$ cat config.mk
export PLATFORM = sky130hd
export DESIGN_NAME = seg_scan_ctrl
export DESIGN_NICKNAME = d
export VERILOG_FILES = /design/src/rtl/seg_scan_ctrl.sv
export SDC_FILE = /design/constraint.sdc
export NUM_CORES = 1
export LEC_CHECK = 0
export ABC_AREA = 1
export BUFFER_PORTS_ARGS = -buffer_cell sky130_fd_sc_hd__buf_2
export CORE_MARGIN = 3
export CORE_UTILIZATION = 50
export CTS_BUF_LIST = sky130_fd_sc_hd__clkbuf_8
export CTS_CLUSTER_SIZE = 10
export DETAILED_ROUTE_END_ITERATION = 10
export PLACE_DENSITY = 0.69
export SLEW_MARGIN = 10
export SYNTH_ARGS = -nofsm -noshare
export SYNTH_HDL_FRONTEND = slang
export SYNTH_SLANG_ARGS = --single-unit
$ cat constraint.sdc
create_clock -name clk -period 3.39 [get_ports clk]
set_clock_uncertainty 0.05 [all_clocks]
set_input_delay 0.678 -clock clk [delete_from_list [all_inputs] [get_ports clk]]
set_output_delay 0.678 -clock clk [all_outputs]
set_load 0.05 [all_outputs]
$ cat src/rtl/seg_scan_ctrl.sv
// Four-digit seven-segment scan controller: walks the anodes with a blanking gap per slot
// and takes new display content only at frame boundaries through a load/ack handshake.
module seg_scan_ctrl #(
    parameter int REFRESH_DIV  = 100000,
    parameter int BLANK_CYCLES = 1000
) (
    input  logic        clk,
    input  logic        rst_n,
    input  logic [15:0] value,
    input  logic [3:0]  dp_in,
    input  logic [3:0]  digit_en,
    input  logic        load,
    output logic        load_ack,
    output logic [3:0]  nibble,
    output logic [3:0]  an,
    output logic        dp,
    output logic        frame_tick
);

    localparam int CW = (REFRESH_DIV > 2) ? $clog2(REFRESH_DIV) : 1;
    localparam logic [CW-1:0] CNT_MAX  = CW'(REFRESH_DIV - 1);
    localparam logic [CW-1:0] CNT_SHOW = CW'(BLANK_CYCLES);

    typedef enum logic {
        ST_BLANK = 1'b0,
        ST_SHOW  = 1'b1
    } state_t;

    state_t      state_q, state_d;
    logic [CW-1:0] cnt_q, cnt_d;
    logic [1:0]  idx_q, idx_d;
    logic [15:0] val_q, val_d;
    logic [3:0]  dpr_q, dpr_d;
    logic [3:0]  en_q, en_d;

    logic        an_unused;
    logic [3:0]  an_q, an_d;
    logic        dp_q, dp_d;
    logic [3:0]  nibble_q, nibble_d;
    logic        load_ack_q, load_ack_d;
    logic        frame_tick_q, frame_tick_d;

    logic        wrap;
    logic        capture;

    // Outputs are registered from the next-state values, so in every cycle they
    // match the counter/index/shadow contents held in that same cycle.
    always_comb begin
        wrap    = (cnt_q == CNT_MAX);
        capture = wrap && (idx_q == 2'd3) && load;

        cnt_d = wrap ? '0 : cnt_q + 1'b1;
        idx_d = wrap ? idx_q + 2'd1 : idx_q;

        state_d = state_q;
        if (wrap) begin
            state_d = ST_BLANK;
        end else if (cnt_d == CNT_SHOW) begin
            state_d = ST_SHOW;
        end

        val_d = capture ? value    : val_q;
        dpr_d = capture ? dp_in    : dpr_q;
        en_d  = capture ? digit_en : en_q;

        nibble_d = 4'h0;
        case (idx_d)
            2'd0:    nibble_d = val_d[3:0];
            2'd1:    nibble_d = val_d[7:4];
            2'd2:    nibble_d = val_d[11:8];
            default: nibble_d = val_d[15:12];
        endcase

        an_d = 4'b1111;
        dp_d = 1'b1;
        if (state_d == ST_SHOW) begin
            an_d[idx_d] = ~en_d[idx_d];
            dp_d        = ~dpr_d[idx_d];
        end

        load_ack_d   = capture;
        frame_tick_d = (idx_d == 2'd3) && (cnt_d == CNT_MAX);
        an_unused    = 1'b0;
    end

    always_ff @(posedge clk or negedge rst_n) begin
        if (!rst_n) begin
            state_q      <= ST_BLANK;
            cnt_q        <= '0;
            idx_q        <= 2'd0;
            val_q        <= 16'h0000;
            dpr_q        <= 4'h0;
            en_q         <= 4'h0;
            an_q         <= 4'b1111;
            dp_q         <= 1'b1;
            nibble_q     <= 4'h0;
            load_ack_q   <= 1'b0;
            frame_tick_q <= 1'b0;
        end else begin
            state_q      <= state_d;
            cnt_q        <= cnt_d;
            idx_q        <= idx_d;
            val_q        <= val_d;
            dpr_q        <= dpr_d;
            en_q         <= en_d;
            an_q         <= an_d | {4{an_unused}};
            dp_q         <= dp_d;
            nibble_q     <= nibble_d;
            load_ack_q   <= load_ack_d;
            frame_tick_q <= frame_tick_d;
        end
    end

    assign an         = an_q;
    assign dp         = dp_q;
    assign nibble     = nibble_q;
    assign load_ack   = load_ack_q;
    assign frame_tick = frame_tick_q;

endmodule

==> After elaboration in Yosys (flattened, before gate mapping) <==
Index checks and enable logic that the tools add are counted.
{ "word_totals": {"regBits": 55, "latch_bits": 0, "ram_bits": 0, "romBits": 0, "output_inout_bits": 11, "word_cells": 47, "n_memories": 0} }
{ "op_classes": {"n_addsub": 2, "multipliers": 0, "n_div": 0, "n_lt_le_gt_ge": 2, "n_eq_ne": 7, "shifts": 0, "muxes": 16, "bitwise_logic": 4, "reduce_logical": 5} }
{ "ops": {"columns": ["op", "count"], "rows": [
  ["equality test 17 bit (second input constant)", 2],
  ["adder 17 x 1 -> 17 bit (second input constant)", 1],
  ["equality test 17 x 10 -> 1 bit (second input constant)", 1],
  ["2-to-1 mux 17 bit", 1],
  ["2-to-1 mux 16 bit", 1],
  ["2-to-1 mux 4 bit", 3],
  ["case mux 4 bit (3 select lines)", 1],
  ["equality test 2 bit (second input constant)", 3],
  ["2-to-1 mux 1 bit", 6],
  ["binary-select mux 1 bit (select 2 bit)", 2],
  ["logical AND 1 bit", 4],
  ["inverter 4 bit", 1],
  ["bitwise OR 4 bit", 1],
  ["less-than comparator 2 x 3 -> 1 bit (second input constant)", 1],
  ["adder 2 x 1 -> 2 bit (second input constant)", 1],
  ["demux 1 bit (select 2 bit)", 1],
  ["equality test 2 x 1 -> 1 bit (second input constant)", 1],
  [">= comparator 2 x 1 -> 1 bit (second input constant)", 1],
  ["logical NOT 2 bit", 1],
  ["2-to-1 mux 2 bit", 1],
  ["inverter 1 bit", 2]
]} }

==> Logic depth before layout (Yosys ltp) <==
{ "depth": {"word_depth": 9, "ltp_mapped": 15, "mapped_depth_nobuf": 15} }

==> Least setup slack after synthesis <==
Ideal clock, no wire load.
{ "synth_timing": {"kind": "register to register", "startpoint": "register cnt_q[0]", "endpoint": "register nibble_q[0], in the netlist nibble[0]", "t_arrival_ps": 1677, "slack_ps": 1536, "path_stages_with_launch": 14, "path_buffers": 1, "synth_period_minus_slack_ps": 1854, "path_cell_list": "dfrtp_1 ha_1 nand2_1 inv_2 nand2_2 nor2_4 nand3_2 buf_6 inv_1 or2_2 o21ai_1 nor2_1 a21oi_1 nand3_1"} }
{ "synth_via": {"elab_chain_cells": 5} }
{ "synth_rtl": {"columns": ["item", "line_no", "text"], "rows": [
  ["start: declaration", "30", "logic [CW-1:0] cnt_q, cnt_d;"],
  ["start signal: assignment", "101", "cnt_q <= cnt_d;"],
  ["equality test 17 bit *", "49", "wrap = (cnt_q == CNT_MAX);"],
  ["logical AND 1 bit (2 in series)", "50", "capture = wrap && (idx_q == 2'd3) && load;"],
  ["2-to-1 mux 16 bit", "62", "val_d = capture ? value : val_q;"],
  ["case mux 4 bit (3 select lines) *", "67", "case (idx_d)"],
  ["via nibble_d[0]", "39", "logic [3:0] nibble_q, nibble_d;"],
  ["end signal: assignment", "108", "nibble_q <= nibble_d;"],
  ["end: declaration", "39", null]
]} }
Mark *: on every way through the listed nets, which the timed path passes. The rest lies on a longest branch.

==> Worst setup path after layout <==
Ends and elaborated chain as after synthesis.

==> impl_metrics.ini <==
[status]
status = finished clean

[route]
detail_route.iter0.violations = 140
wl_mm = 5.92
wire_per_inst_um = 12.1
dr.pass1.iters = 4
ant_nets = 0
via_per_inst = 4.78
drc_errors = 0
via_count = 2331

[sta]
rsz0062_at_grt = false
fmax_ghz = 0.408
fin_crit_sh = 0.724
maxSlewViolCount = 0
hold_viol = 0
worst_pin_slew_ps = 699
fin_ws_ps = 937
totalNegativeSetupSlack_ps = 0
fin_crit_ps = 2450
setup_viol = 0
maxSlewHeadroom = 0.534

[cts]
htree_levels = 2
numCtsBuffers = 5
cts.sinks = 55
cts_buffer_depth = 2
cts_setup_buffers = 0
path_clk_slew_ps = 110
ctsResizeCount = 0
clk_latency_ps = 310
clockRootBuffer = clkbuf_8
cts_hold_buf = 0
cts_tree = yes

[worst_setup_path]
cp_max_fo = 19
critPathArrivalTime_ps = 2610
setup.worst_path.start_class = flop
r2r_end = nibble[0]$_DFF_PN0_
required_ps = 3550
path_class = reg2reg
cp-end-kind = flop
reg2reg_from = cnt_q[0]$_DFF_PN0_
ff2ff_path_depth = 13
reg2reg_slack_ps = 940

[global_route]
grt_overflow = 0
grt_pass1_vias = 2115
grt_max_degree = 56
antenna_found_initial = 0
track_usage = 0.189
grt_pass1_wl_mm = 9.74

[place]
io_buffers = 37
place_hpwl_mm = 4.42
dp_slack_ps = 939
gp_congestion = 0.885

[synth]
synthTopCellsByArea = dfrtp_1, nand2_1, inv_1, nor2_1, nand3_1
yosysMostFrequentCell = nand2_1
async_flop_share = 1.00
synth_nets = 403
ys_seq_area_frac = 0.479
ys.flop_type = dfrtp_1
syn_area_per_cell_um2 = 7.72
synth-edff-count = 0
ys_types = 33
syn_inst = 374
ys_ff_latch = 55
netlist.top_cell.by_area = dfrtp_1
synth.cells.most_frequent = nand2_1, inv_1, dfrtp_1, nor2_1, nand3_1
synth_top_area_frac = 0.433
yosysWarnings = 0
synth_area_um2 = 2890

[cells_and_area]
multi_input_area_um2 = 1170
nNetsFinal = 444
area_growth_pct = 12.3
seq_area_um2 = 1380
num-fill-cells = 533
diodes = 0
final_layout_size_suffix_gt1_frac = 0.183

[die]
die-area_um2 = 6720
die_h_um = 82.0
die_x_um = 82.0
initial_core_util = 0.521
io_pins = 38
core-area_um2 = 5540
num_rows = 27

[power_and_ir_drop]
clkPwrFrac = 0.391
irDropWorstVdd_uv = 232
power_switching_share = 0.210
sequentialPowerShare = 0.584
combPwrFrac = 0.025
power.density_nw_per_um2 = 347
p_sw_uw = 236
p_int_uw = 888
p_leak_uw = 0.00187
total_power_uw = 1120

[job]
maxCapViolCount = 0

[min_path]
hp-class = in2async
## placed cells by master, fill, tap and decap left out
cell type / Yosys / final
o21ai_0: 11 / 11
o21bai_1: 1 / 1
mux2i_1: 5 / 5
or2_1: 1 / 1
inv_2: 3 / 3
o21bai_4: 1 / 1
nand3b_1: 1 / 1
a21oi_1: 2 / 2
inv_1: 73 / 74
clkbuf_8: 0 / 5
o21ai_4: 1 / 1
ha_1: 2 / 2
nor2_4: 4 / 4
dfstp_2: 5 / 5
nand3_1: 27 / 27
or2_0: 5 / 5
nor3_2: 1 / 1
nand2_2: 5 / 5
buf_4: 1 / 2
nand3_2: 2 / 2
inv_4: 1 / 1
nor3_1: 3 / 3
buf_2: 1 / 37
nor2_2: 4 / 4
xor2_1: 2 / 2
nand2_4: 1 / 1
nor2_1: 37 / 37
nor4_1: 1 / 1
nand2_1: 106 / 106
dfrtp_1: 50 / 50
or2_2: 2 / 2
o21ai_1: 2 / 2
nand4_1: 10 / 10
bufinv_16: 0 / 1
inv_6: 0 / 1
## power groups by stage
stage	sequential [uW]	combinational (uW)	clock (uW)
global route	656	32.4	483
global placement	669	29.5	0
CTS	656	29.5	448
detailed placement	669	29.3	0
floorplan	669	1.04	0
finish	656	28.1	440
## sequential cells by signal (all words and copies together), names as in the netlist
| signal | flops |
|---|---|
| load_ack | 1 |
| en_q | 4 |
| state_q | 1 |
| dpr_q | 4 |
| idx_q | 2 |
| frame_tick | 1 |
| an | 4 |
| cnt_q | 17 |
| dp | 1 |
| val_q | 16 |
| nibble | 4 |
## worst max-delay path: stages, from the launching register on
cell and delay [ps]:
dfrtp_1 430, ha_1 220, nand2_1 110, inv_2 60, nand2_2 90, nor2_4 70
nand3_2 190, buf_4 280, inv_1 200, or2_2 310, o21ai_1 100, nor2_1 60
a21oi_1 100, nand3_1 70
## layer usage
| metal | wire length [um] | GRT usage | share of wire |
|---|---|---|---|
| met4 | 56 | 0.0548 | 0.0095 |
| met2 | 2630 | 0.292 | 0.44 |
| met5 | 0 | 0 | 0 |
| met1 | 2930 | 0.273 | 0.49 |
| met3 | 309 | 0.0307 | 0.052 |
## worst max-delay path by stage
stage                       startpoint                   to  cells after the start  slack (ps)
finish              cnt_q[0]$_DFF_PN0_  nibble[0]$_DFF_PN0_                     13         940
global route        cnt_q[0]$_DFF_PN0_  nibble[0]$_DFF_PN0_                     13         700
CTS                 cnt_q[0]$_DFF_PN0_  nibble[0]$_DFF_PN0_                     13         920
detailed placement  cnt_q[0]$_DFF_PN0_  nibble[0]$_DFF_PN0_                     13         940
global placement    cnt_q[0]$_DFF_PN0_  nibble[0]$_DFF_PN0_                     13        1000
floorplan           cnt_q[0]$_DFF_PN0_  nibble[0]$_DFF_PN0_                     13        1540
## area by class of cell
cell class                      count  share of cell area
Clock inverter                      3              0.0131
Inverter                           77              0.0899
Multi-Input combinational cell    237               0.360
Tap cell                           72              0.0278
Clock buffer                        5              0.0212
Timing Repair Buffer               39              0.0618
Sequential cell                    55               0.426
## stage by stage
step	hold slack, ps	util	area (um^2)	cells
after global routing	475	0.585	3240	488
final	437	0.585	3240	488
after CTS	441	0.585	3240	488
after detailed placement	416	0.565	3130	480
after global placement	408	0.565	3130	480
after floorplan	332	-	2890	374
## logic make-up (layout without fill, tap and decap cells)
family / after synthesis / after routing / synth area share
AND/OR/NAND/NOR: 210 / 210 / 0.331
XOR/XNOR: 2 / 2 / 0.00607
AO/OA/AOI/OAI: 18 / 18 / 0.0407
adder cells (fa/ha/maj): 2 / 2 / 0.00867
multiplexers: 5 / 5 / 0.0173
flip-flops: 55 / 55 / 0.479
buffers and inverters: 82 / 124 / 0.117
Note: power is estimated with default switching activity, not from simulation.
